==> src/rtl/mac_sequencer_if.sv <==
// Handshake bundle between the operand/weight fetch logic, mac_sequencer and the writeback stage.
// The master modport is the environment side; the slave modport is the sequencer.
interface mac_sequencer_if #(
    parameter int LEN_W = 8
);
    logic                    start;
    logic                    start_ready;
    logic [LEN_W-1:0]        len;
    logic [7:0]              bias;
    logic                    abort;
    logic                    op_valid;
    logic                    op_ready;
    logic signed [7:0]       a_in;
    logic signed [7:0]       b_in;
    logic                    result_valid;
    logic                    result_ready;
    logic signed [15:0]      result;
    logic                    busy;

    modport master (
        output start, len, bias, abort, op_valid, a_in, b_in, result_ready,
        input  start_ready, op_ready, result_valid, result, busy
    );

    modport slave (
        input  start, len, bias, abort, op_valid, a_in, b_in, result_ready,
        output start_ready, op_ready, result_valid, result, busy
    );
endinterface

==> src/rtl/mac_sequencer.sv <==
// Control FSM that drives one MAC unit through a dot-product job:
// bias preload, LEN operand transfers, then a held result handshake.
module mac_sequencer #(
    parameter int LEN_W = 8
) (
    input  logic               i_clkext,
    input  logic               i_rstext,
    mac_sequencer_if.slave     bus,
    output logic               o_en_mac,
    output logic               o_rst_mac,
    output logic [7:0]         o_bias_out,
    output logic signed [7:0]  o_a_out,
    output logic signed [7:0]  o_b_out,
    input  logic signed [15:0] i_mac_y
);
    typedef enum logic [1:0] {
        S_IDLE,
        S_BIAS,
        S_ACC,
        S_DONE
    } state_t;

    state_t           r_state;
    state_t           w_next_state;
    logic [LEN_W-1:0] r_len;
    logic [LEN_W-1:0] r_cnt;
    logic [7:0]       r_bias;
    logic             w_accept;
    logic             w_transfer;
    logic             w_last;

    assign w_accept   = (r_state == S_IDLE) && bus.start && !bus.abort;
    assign w_transfer = (r_state == S_ACC) && bus.op_valid && !bus.abort;
    // Zero length is excluded so len-1 can never underflow into a false match.
    assign w_last     = (r_len != '0) && (r_cnt == r_len - LEN_W'(1));

    always_ff @(posedge i_clkext or posedge i_rstext) begin
        if (i_rstext) begin
            r_state <= S_IDLE;
        end else begin
            r_state <= w_next_state;
        end
    end

    always_comb begin
        w_next_state = r_state;
        unique case (r_state)
            S_IDLE: begin
                if (w_accept) begin
                    w_next_state = S_BIAS;
                end
            end
            S_BIAS: begin
                if (bus.abort) begin
                    w_next_state = S_IDLE;
                end else if (r_len != '0) begin
                    w_next_state = S_ACC;
                end else begin
                    w_next_state = S_DONE;
                end
            end
            S_ACC: begin
                if (bus.abort) begin
                    w_next_state = S_IDLE;
                end else if (w_transfer && w_last) begin
                    w_next_state = S_DONE;
                end
            end
            S_DONE: begin
                if (bus.abort || bus.result_ready) begin
                    w_next_state = S_IDLE;
                end
            end
            default: begin
                w_next_state = S_IDLE;
            end
        endcase
    end

    // Handshake outputs come from r_state only; EN_MAC alone looks at OP_VALID/ABORT.
    always_comb begin
        bus.start_ready  = 1'b0;
        bus.busy         = 1'b1;
        bus.op_ready     = 1'b0;
        bus.result_valid = 1'b0;
        bus.result       = '0;
        o_en_mac         = 1'b0;
        o_rst_mac        = 1'b0;
        unique case (r_state)
            S_IDLE: begin
                bus.start_ready = 1'b1;
                bus.busy        = 1'b0;
            end
            S_BIAS: begin
                o_en_mac  = !bus.abort;
                o_rst_mac = 1'b1;
            end
            S_ACC: begin
                bus.op_ready = 1'b1;
                o_en_mac     = w_transfer;
            end
            S_DONE: begin
                bus.result_valid = 1'b1;
                bus.result       = i_mac_y;
            end
            default: begin
                bus.busy = 1'b1;
            end
        endcase
    end

    always_ff @(posedge i_clkext or posedge i_rstext) begin
        if (i_rstext) begin
            r_len  <= '0;
            r_bias <= '0;
            r_cnt  <= '0;
        end else if (w_accept) begin
            r_len  <= bus.len;
            r_bias <= bus.bias;
            r_cnt  <= '0;
        end else if (w_transfer) begin
            r_cnt  <= r_cnt + LEN_W'(1);
        end
    end

    assign o_bias_out = r_bias;
    assign o_a_out    = (r_state == S_ACC) ? bus.a_in : 8'sd0;
    assign o_b_out    = (r_state == S_ACC) ? bus.b_in : 8'sd0;
endmodule

==> src/flat_wrapper.sv <==
// flat-port wrapper written by rule: the top's interface ports become plain ports
module mac_sequencer_flat 
#(
    parameter int LEN_W = 8
)
  (i_clkext, i_rstext, o_en_mac, o_rst_mac, o_bias_out, o_a_out, o_b_out, i_mac_y, bus_start, bus_len, bus_bias, bus_abort, bus_op_valid, bus_a_in, bus_b_in, bus_result_ready, bus_start_ready, bus_op_ready, bus_result_valid, bus_result, bus_busy);
  mac_sequencer_if #(.LEN_W(LEN_W)) bus_i ();
  input  logic i_clkext;
  input  logic i_rstext;
  output logic o_en_mac;
  output logic o_rst_mac;
  output logic [7:0] o_bias_out;
  output logic signed [7:0] o_a_out;
  output logic signed [7:0] o_b_out;
  input  logic signed [15:0] i_mac_y;
  input wire logic [$bits(bus_i.start)-1:0] bus_start;
  input wire logic [$bits(bus_i.len)-1:0] bus_len;
  input wire logic [$bits(bus_i.bias)-1:0] bus_bias;
  input wire logic [$bits(bus_i.abort)-1:0] bus_abort;
  input wire logic [$bits(bus_i.op_valid)-1:0] bus_op_valid;
  input wire logic [$bits(bus_i.a_in)-1:0] bus_a_in;
  input wire logic [$bits(bus_i.b_in)-1:0] bus_b_in;
  input wire logic [$bits(bus_i.result_ready)-1:0] bus_result_ready;
  output wire logic [$bits(bus_i.start_ready)-1:0] bus_start_ready;
  output wire logic [$bits(bus_i.op_ready)-1:0] bus_op_ready;
  output wire logic [$bits(bus_i.result_valid)-1:0] bus_result_valid;
  output wire logic [$bits(bus_i.result)-1:0] bus_result;
  output wire logic [$bits(bus_i.busy)-1:0] bus_busy;
  assign bus_i.start = bus_start;
  assign bus_i.len = bus_len;
  assign bus_i.bias = bus_bias;
  assign bus_i.abort = bus_abort;
  assign bus_i.op_valid = bus_op_valid;
  assign bus_i.a_in = bus_a_in;
  assign bus_i.b_in = bus_b_in;
  assign bus_i.result_ready = bus_result_ready;
  assign bus_start_ready = bus_i.start_ready;
  assign bus_op_ready = bus_i.op_ready;
  assign bus_result_valid = bus_i.result_valid;
  assign bus_result = bus_i.result;
  assign bus_busy = bus_i.busy;
  mac_sequencer #(.LEN_W(LEN_W)) u_core (.i_clkext(i_clkext), .i_rstext(i_rstext), .bus(bus_i), .o_en_mac(o_en_mac), .o_rst_mac(o_rst_mac), .o_bias_out(o_bias_out), .o_a_out(o_a_out), .o_b_out(o_b_out), .i_mac_y(i_mac_y));
endmodule
==> config.mk <==
export PLATFORM = sky130hd
export DESIGN_NAME = mac_sequencer_flat
export DESIGN_NICKNAME = d
export VERILOG_FILES = /design/src/rtl/mac_sequencer_if.sv /design/src/rtl/mac_sequencer.sv /design/src/flat_wrapper.sv
export SDC_FILE = /design/constraint.sdc
export NUM_CORES = 1
export LEC_CHECK = 0
export BUFFER_PORTS_ARGS = -buffer_cell sky130_fd_sc_hd__buf_2
export CAP_MARGIN = 20
export CORE_MARGIN = 8
export CORE_UTILIZATION = 44
export DETAILED_ROUTE_END_ITERATION = 10
export PLACE_DENSITY = 0.81
export SETUP_SLACK_MARGIN = 0.05
export SLEW_MARGIN = 20
export SYNTH_ARGS = -nofsm -noshare
export SYNTH_HDL_FRONTEND = slang
export SYNTH_SLANG_ARGS = --single-unit
==> constraint.sdc <==
create_clock -name i_clkext -period 2.6 [get_ports i_clkext]
set_input_delay 0.26 -clock i_clkext [delete_from_list [all_inputs] [get_ports i_clkext]]
set_output_delay 0.26 -clock i_clkext [all_outputs]
set_load 0.02 [all_outputs]
== Yosys cells after proc, flatten, opt, wreduce, memory -nomap -nowiden ==
Index checks and enable logic that the tools add are counted.
Storage, ports and cells
  latch bits: 0
  word-level logic and storage cells: 43
  RAM bits: 0
  output and inout port bits: 46
  input bits: 54
  memories: 0
  ROM bits: 0
  register bits: 26
Cells by class
  equality and inequality tests: 7
  magnitude comparators: 0
  shift-type cells: 0
  mux-type cells: 18
  div/mod/pow operators: 0
  bitwise gates (word level): 0
  reduce and logical (&&, ||, !) cells: 12
  add/subtract/negate cells: 2
  multipliers: 0
Operator list (number)
  8-bit 2-to-1 mux: 4
  16-bit 2-to-1 mux: 1
  2-bit 2-to-1 mux: 5
  8-bit by 1-bit adder with 8-bit output (second input constant): 1
  8-bit == test: 1
  2-bit one-hot mux with 4 select lines: 1
  8-bit nonzero test: 1
  8-bit by 1-bit subtractor with 8-bit output (second input constant): 1
  1-bit logical AND: 6
  1-bit 2-to-1 mux: 6
  2-bit == test (second input constant): 2
  2-bit by 1-bit != test with 1-bit output (second input constant): 2
  3-bit by 2-bit != test with 1-bit output (second input constant): 1
  3-bit AND reduction: 1
  2-bit by 1-bit == test with 1-bit output (second input constant): 1
  2-bit logical NOT: 1
  1-bit one-hot mux with 2 select lines: 1
  2-bit nonzero test: 1
  1-bit logical NOT: 1
  1-bit logical OR: 1

== Logic depth before layout (Yosys ltp) ==
Gate-level depths: netlist (run 1).
  word-level depth: 7
  depth in mapped cells: 8
  depth with buffers taken out: 8

== Least setup slack after synthesis (run 1) ==
OpenSTA, ideal clock, no wires.
  path type: reg-to-reg
  from: register u_core.r_state[0]
  to: register u_core.r_bias[2] (netlist: u_core.o_bias_out[2])
  cell stages (with the launch flop): 7
  arrival: 2037 ps
  clock period less this slack: 2162 ps
  library setup time: 125 ps
  slack: 438 ps
  cells stage by stage: dfrtp_1 inv_1 ha_1 inv_1 nor3_2 buf_2 mux2_2
Between the ends
  longest elaborated chain between the ends: 3
RTL lines
  start: declaration: RTL line mac_sequencer.sv:23  | state_t r_state;
  start signal: assignment: RTL line mac_sequencer.sv:41  | r_state <= w_next_state;
  2-bit logical NOT: RTL line mac_sequencer.sv:32  | assign w_accept = (r_state == S_IDLE) && bus.start && !bus.abort;
  1-bit logical AND (2 in a row): RTL line mac_sequencer.sv:32
  end signal: assignment: RTL line mac_sequencer.sv:119  | r_bias <= bus.bias;
  end: declaration: RTL line mac_sequencer.sv:27  | logic [7:0] r_bias;
Every way passes these cells.
A chain may end at the register's enable or synchronous reset.

== Worst setup path in the final report (run 1) ==
  from: register u_core.r_len[0]
  to: register u_core.r_state[0]
Between the ends
  longest elaborated chain between the ends: 6
  elaborated cells on any way between the ends: 10
  classes of those cells: 1 x add/sub; 2 x eq/ne; 3 x mux; 4 x reduce/logical
RTL lines
  start: declaration: RTL line mac_sequencer.sv:25  | logic [LEN_W-1:0] r_len;
  start signal: assignment: RTL line mac_sequencer.sv:118  | r_len <= bus.len;
  8-bit by 1-bit subtractor with 8-bit output: RTL line mac_sequencer.sv:35  | assign w_last = (r_len != '0) && (r_cnt == r_len - LEN_W'(1));
  8-bit == test: RTL line mac_sequencer.sv:35
  1-bit logical AND: RTL line mac_sequencer.sv:35
  1-bit logical AND: RTL line mac_sequencer.sv:65  | end else if (w_transfer && w_last) begin
  3-bit by 2-bit != test with 1-bit output (no line)
  3-bit AND reduction (no line)
Several ways; a longest one is shown, not always the timed one.

==> results of run 1 <==
## cell families after synthesis
kind of cell | count (synthesis)
xor gates and xnor gates | 16
adders and majority gates | 6
DFF | 26
buffers and inverters | 15
AOI/OAI and AO/OA | 20
muxes | 16
and+or+nand+nor | 75
## flip-flops by register name, indices dropped and copies added (netlist names)
name,flops
u_core.r_len,8
u_core.o_bias_out,8
u_core.r_cnt,8
u_core.r_state,2
## cell usage after synthesis (all sizes together) (2+ instances only)
master	instances
nor3b	2
nor2b	2
nand3	4
and2	32
nand3b	2
nand4	4
o21ai	7
mux2i	2
ha	6
xnor2	8
buf	2
xor2	8
nand2	6
inv	8
dfrtp	26
o21a	2
a21oi	3
mux2	14
clkbuf	5
nor3	5
nor2	12
## power groups by stage
stage / combinational (uW) / clock, uW / sequential [uW]
floorplan: 559 / 0 / 755
global placement: 860 / 0 / 691
detailed placement: 886 / 0 / 707
CTS: 894 / 333 / 699
global route: 965 / 349 / 722
finish: 885 / 325 / 700
## layout make-up
cell class | instances | area, um2 | share of cell area
clock inverter | 1 | 30.0 | 0.0130
multi-input combinational | 133 | 982 | 0.426
inverter | 8 | 30.0 | 0.0130
sequential | 26 | 651 | 0.282
clock buffer | 3 | 41.3 | 0.0179
timing repair buffer | 101 | 510 | 0.221
tap | 48 | 60.1 | 0.0261
## through the flow
step	hold slack [ns]	setup WS, ns	instances	utilization	area [um2]
CTS	0.215	0.526	320	0.625	2300
global route	0.125	0.421	320	0.625	2300
finish	0.0611	0.523	320	0.625	2300
detailed placement	0.489	0.549	316	0.605	2230
global placement	0.483	0.617	316	0.605	2230
floorplan	0.300	0.438	174	-	1690
## layer usage
metal | part of all wire | up-vias
li1 | - | 792
met1 | 0.41 | 713
met2 | 0.49 | 71
met3 | 0.096 | 5
met4 | 0.0059 | 0
met5 | 0 | -
## worst max-delay path by stage
stage               cells past startpoint  slack [ns]                                to                           from
floorplan                               6        0.44  u_core.o_bias_out[2]$_DFFE_PP0P_  u_core.r_state[0]$_DFFE_PP0P_
global placement                        8        0.62     u_core.r_state[0]$_DFFE_PP0P_    u_core.r_len[0]$_DFFE_PP0P_
detailed placement                      8        0.55     u_core.r_state[0]$_DFFE_PP0P_    u_core.r_len[0]$_DFFE_PP0P_
CTS                                     8        0.53     u_core.r_state[0]$_DFFE_PP0P_    u_core.r_len[0]$_DFFE_PP0P_
global route                            8        0.42     u_core.r_state[1]$_DFFE_PP0P_    u_core.r_len[0]$_DFFE_PP0P_
finish                                  8        0.52     u_core.r_state[0]$_DFFE_PP0P_    u_core.r_len[0]$_DFFE_PP0P_
==> key figures, run 1 <==
Pwr
  • Share of total power in sequential cells: 0.366
  • Reported net switching power: 752 uW
  • Internal power: 1160 uW
  • Power density over the cells: 829 mW/mm2
  • Portion of total power attributed to combinational logic: 0.463
  • Total power draw: 1910 uW
  • Leakage Power: 0.00122 uW
  • Max VDD drop: 0.000600 V
  • Clock Power Share: 0.170
  • Net switching share of the total power: 0.394

Drt
  • WL final: 4.73 mm
  • Number of iterations in the first detailed-routing pass: 5
  • Avg WL per Cell: 14.8 um
  • Number of DRC violations after detailed routing: 0
  • Initial drt markers: 80
  • Vias per cell: 4.94
  • Overall via count from detail_route: 1581
  • Antenna Nets Post-Route: 0

STA
  • Fmax achieved: 482 MHz
  • Relative slew margins: 0.405
  • Setup TNS after final layout: 0 ns
  • Number of pins exceeding their max-slew limit in the final report: 0
  • Setup clock skew after layout: 0.00199 ns
  • Hold Fails Final Rpt: 0
  • Post-layout min period: 2.08 ns
  • Endpoints failing setup: 0
  • Part of the cycle the worst path needs: 0.799
  • Worst slew pin tran: 0.887 ns
  • RSZ-0062 raised after global routing: false

Clock tree
  • Total number of clock tree sinks: 26
  • Number of buffers added by the clock tree synthesis step: 3
  • Buffer count from post-CTS setup fixing: 0
  • Clock insertion delay at the later pin of the skew report: 0.27 ns
  • Clock tree from TritonCTS: built
  • CTS Hold Bufs: 0
  • Buffer cell driving the clock tree root: clkbuf_8
  • # resized after CTS: 0
  • H-Tree Level Count: 1
  • Number of buffers between clock root and the deepest sink: 2
  • Post-CTS clock slew at the launch and capture registers of the worst setup and hold paths: 0.08 ns

Final layout
  • Share of cells above drive strength 1: 0.456
  • Ant diodes: 0
  • Most used cells in the layout excluding fill and tap cells: buf_2, and2_1, dfrtp_1, mux2_2, nor2_1
  • Area grow syn2layout: 36.2%
  • Number of nets in the layout: 333
  • Number of filler cells placed in the layout: 305
  • Leading cell type in the layout, fill and taps excluded: buf_2

Logic synthesis
  • Average instance area after synthesis: 9.72 um2
  • Area share of and/or/nand/nor cells after synthesis: 0.264
  • Synthesized flop and latch total: 26
  • Share of Yosys cell area claimed by the top area cell type: 0.385
  • Adder-cell share of the synthesized area: 0.0444
  • Xor and xnor fraction of the mapped netlist area: 0.0828
  • Primary FF master, synth: dfrtp_1
  • Net Count, Synth: 234
  • Share of flip-flops with an asynchronous set or reset after synthesis: 1.00
  • Cell types occupying the most area after synthesis: dfrtp_1, and2_1, mux2_2, ha_1, xnor2_1
  • Sequential share of the synthesized area: 0.385
  • Cell taking the most area after synthesis: dfrtp_1
  • Synth Warn #: 0
  • Multiplexer share of the synthesized area: 0.105
  • EDFF count, synth: 0
  • Main combinational cell family by area after synthesis: simple AND/OR/NAND/NOR gates
  • Post-synthesis compound-gate area fraction: 0.0843
  • Cell Area, Synth: 0.00169 mm2
  • Synthesized instance count: 174
  • Yosys cell types: 38

Critical path
  • Register-to-register setup slack: 0.52 ns
  • Worst-case reg-to-reg path depth: 8
  • Sort of element at the start of the critical path: register
  • Category of cells accounting for the largest share of critical-path delay: compound AO/OA/AOI/OAI gates
  • Highest-delay cell along the critical path: dfrtp_1
  • Max FO, Critical Path: 6
  • Critical R2R Capture: u_core.r_state[0]$_DFFE_PP0P_
  • Worst Setup Path Type: register to register
  • Worst path buffer plus inverter count: 1
  • Highest cell delay on the worst timing path: 0.42 ns
  • CP endpoint kind: register
  • List of cells traversed by the critical path: inv_1, ha_1, and2b_1, nand3b_1, o21ai_2, o2111a_1, o311a_1, o22a_1
  • Required time of the worst setup path: 2.76 ns
  • Start of the worst register-to-register path: u_core.r_len[0]$_DFFE_PP0P_
  • Arrival @ worst endpoint: 2.24 ns

Hold path
  • Hold WC Path Type: input port to async pin

Global routing
  • Via count of the first global-routing pass: 1541
  • M3 GR Usage: 0.0449
  • Pin count of the biggest net entering global routing: 27
  • Overall track demand over capacity in global routing: 0.149
  • M1 GR Usage: 0.174
  • Initial antenna violation count: 0
  • Total gr overflow: 0
  • Global-route wire length before repair: 7.60 mm
  • Gr busiest metal: met2
  • Global Route met2 Usage: 0.261

Floorplan
  • Core ar.: 0.00369 mm2
  • Chip width: 78.0 um
  • Overall die area: 0.00608 mm2
  • Initial cell density of the core: 0.459
  • I/O pin count: 100
  • Row count: 22
  • Die Y-Extent: 78.0 um

Placement
  • HPWL reported at the end of detailed placement: 3.90 mm
  • Final weighted congestion of routability-driven global placement: 0.845
  • Number of buffers inserted by port buffering: 99

Job
  • Total of max-cap violations: 0

Run status
  • Run status: finished, final reports clean
Power figures use the tool's default switching activity.
==> inputs of run 2 (changes only) <==
Clock period 2.6 ns to 1.99 ns, I/O delays scaled along.
==> run 2 against run 1 <==
Critical path depth is 1 higher. Clock-buffer cell count stayed put. Sequential power is 30% higher. Sequential share of layout area is 1.4 points lower. Power is 39% higher. Highest routed layer unchanged. Via count is 2.0% higher. Global-route usage is 1.0 points lower. First-iteration DRC count is 16% lower. Largest power group unchanged. Final area is 5.5% higher. Maximum frequency is 11% higher.
==> key figures, run 2 (synthesis gave the netlist of run 1 again) <==
Drt
  • WL final: 4.61 mm (-2.4%)
  • Number of iterations in the first detailed-routing pass: 4 (-1)
  • Antenna Nets Post-Route: 0 (unchanged)
  • Overall via count from detail_route: 1613 (+2.0%)
  • Initial drt markers: 67 (-16%)
  • Number of DRC violations after detailed routing: 0 (unchanged)
  • Avg WL per Cell: 14.0 um (-5.1%)
  • Vias per cell: 4.90 (-0.77%)

Final layout
  • Non-filler instance count after layout: 329 (+2.8%)
  • Most used cells in the layout excluding fill and tap cells: buf_2, and2_1, dfrtp_1, mux2_2, nor2_1
  • Area grow syn2layout: 43.7%
  • Leading cell type in the layout, fill and taps excluded: buf_2
  • Number of nets in the layout: 342 (+2.7%)
  • Share of cells above drive strength 1: 0.498 (+0.0423)
  • Ant diodes: 0 (unchanged)
  • Number of filler cells placed in the layout: 308 (+0.98%)
  • Final design instance area without fill: 0.00243 mm2 (+5.5%)

STA
  • Number of pins exceeding their max-slew limit in the final report: 0 (unchanged)
  • Post-layout min period: 1.88 ns (-0.198 ns)
  • Part of the cycle the worst path needs: 0.944 (+0.145)
  • Relative slew margins: 0.787 (+0.382)
  • RSZ-0062 raised after global routing: true
  • Endpoints failing setup: 0 (unchanged)
  • Worst slew pin tran: 0.316 ns (-0.571 ns)
  • Fin worst setup slack: 0.112 ns (-0.412 ns)
  • Setup clock skew after layout: 0.00455 ns (+0.00256 ns)
  • Setup TNS after final layout: 0 ns (unchanged)
  • Hold Fails Final Rpt: 0 (unchanged)
  • Fmax achieved: 532 MHz (+11%)

Placement
  • Setup slack after placement: 0.0532 ns (-0.496 ns)
  • Number of buffers inserted by port buffering: 99 (unchanged)
  • Cell area reported after detailed placement: 0.00230 mm2 (+3.0%)
  • Placed Cells: 322 (+1.9%)
  • HPWL reported at the end of detailed placement: 3.66 mm (-6.0%)
  • Final weighted congestion of routability-driven global placement: 0.883 (+4.6%)

Critical path
  • Highest cell delay on the worst timing path: 0.39 ns (-0.03 ns)
  • Highest-delay cell along the critical path: dfrtp_1
  • List of cells traversed by the critical path: inv_1, ha_4, and2b_1, buf_4, a211oi_2, a21oi_1, nor3_1, o311a_1, o22a_1
  • CP endpoint kind: register
  • Worst Setup Path Type: register to register
  • Sort of element at the start of the critical path: register
  • Arrival @ worst endpoint: 2.04 ns (-0.20 ns)
  • Max FO, Critical Path: 6 (unchanged)
  • Required time of the worst setup path: 2.15 ns (-0.61 ns)

Hold path
  • Hold WC Path Type: input port to register

Pwr
  • Power density over the cells: 1090 mW/mm2 (+32%)
  • Max VDD drop: 0.000689 V (+15%)
  • Leakage Power: 0.00127 uW (+4.7%)

Global routing
  • Global-route wire length before repair: 7.09 mm (-6.6%)
  • M3 GR Usage: 0.0426 (-0.00230)
  • Total gr overflow: 0 (unchanged)
  • Via count of the first global-routing pass: 1512 (-1.9%)
  • Gr busiest metal: met2
  • Initial antenna violation count: 0 (unchanged)
  • Pin count of the biggest net entering global routing: 27 (unchanged)
  • M1 GR Usage: 0.158 (-0.0161)
  • Overall track demand over capacity in global routing: 0.139 (-0.0104)
  • Global Route met2 Usage: 0.246 (-0.0150)

Floorplan
  • Die Y-Extent: 78.0 um (unchanged)
  • Row count: 22 (unchanged)
  • I/O pin count: 100 (unchanged)
  • Core ar.: 0.00369 mm2 (unchanged)
  • Overall die area: 0.00608 mm2 (unchanged)
  • Initial cell density of the core: 0.459 (unchanged)
  • Chip width: 78.0 um (unchanged)

Clock tree
  • Post-CTS clock slew at the launch and capture registers of the worst setup and hold paths: 0.09 ns (about the same)
  • Total number of clock tree sinks: 26 (unchanged)
  • Number of buffers between clock root and the deepest sink: 2 (unchanged)
  • Buffer cell driving the clock tree root: clkbuf_8
  • H-Tree Level Count: 1 (unchanged)
  • Number of buffers added by the clock tree synthesis step: 3 (unchanged)
  • Clock tree from TritonCTS: built
  • Clock insertion delay at the later pin of the skew report: 0.27 ns (about the same)

Run status
  • Run status: finished, final reports clean

Job
  • Total of max-cap violations: 0 (unchanged)
==> run 2: through the flow <==
step / total power, uW / utilization / hold WS, ns
after floorplan: 1730 / - / 0.239
after global placement: 2090 / 0.623 / 0.265
after detailed placement: 2120 / 0.623 / 0.269
after CTS: 2560 / 0.646 / 0.135
after global routing: 2820 / 0.659 / 0.152
final: 2650 / 0.659 / 0.142
==> run 2: final cells by class <==
cell class,count,area (um2),area share
flip-flops and latches,26,652,0.268
inverters,8,30.0,0.0124
clock buffers,3,41.3,0.0170
well taps,48,60.1,0.0247
clock inverters,1,30.0,0.0124
repair buffers,110,593,0.244
multi-input cells,133,1020,0.422
==> run 2: final timing paths <==
kind	start	slack [ns]	end	cells after the start
min in group asynchronous	i_rstext	0.51	u_core.o_bias_out[4]$_DFFE_PP0P_	4
max in group asynchronous	i_rstext	1.21	u_core.r_len[3]$_DFFE_PP0P_	4
max reg2reg	u_core.r_len[0]$_DFFE_PP0P_	0.11	u_core.r_state[0]$_DFFE_PP0P_	9
min	bus_len[0]	0.14	u_core.r_len[0]$_DFFE_PP0P_	3
max	u_core.r_len[0]$_DFFE_PP0P_	0.11	u_core.r_state[0]$_DFFE_PP0P_	9
min reg2reg	u_core.o_bias_out[7]$_DFFE_PP0P_	0.51	u_core.o_bias_out[7]$_DFFE_PP0P_	1
==> run 2: power breakdown <==
group          total [uW]  internal, uW  leakage (uW)  switching [uW]
clock network         435           269     0.0000357             166
registers             913           713      0.000327             200
logic                1310           644      0.000913             663
total                2650          1630       0.00127            1030
==> run 2: critical path, delay by kind of cell (launching register included) <==
kind	cells	cell delay [ns]
AND/OR/NAND/NOR	2	0.21
AO/OA/AOI/OAI	4	0.74
buffers and inverters	2	0.25
flip-flops	1	0.39
adder cells (fa/ha/maj)	1	0.18
==> run 2: layer usage <==
metal  part of all wire  routed length (um)
met1               0.41                1910
met5                  0                   0
met4              0.012                  54
met2               0.50                2290
met3              0.078                 361
==> run 2: what timing repair did <==
item                                    4_1_cts  5_1_grt
endpoints found under the hold margin        26        0
resized for setup                             1        8
endpoints found under the setup margin        2        2
pin swaps                                     0        3
setup buffers                                 0        2
hold buffers                                  1        0
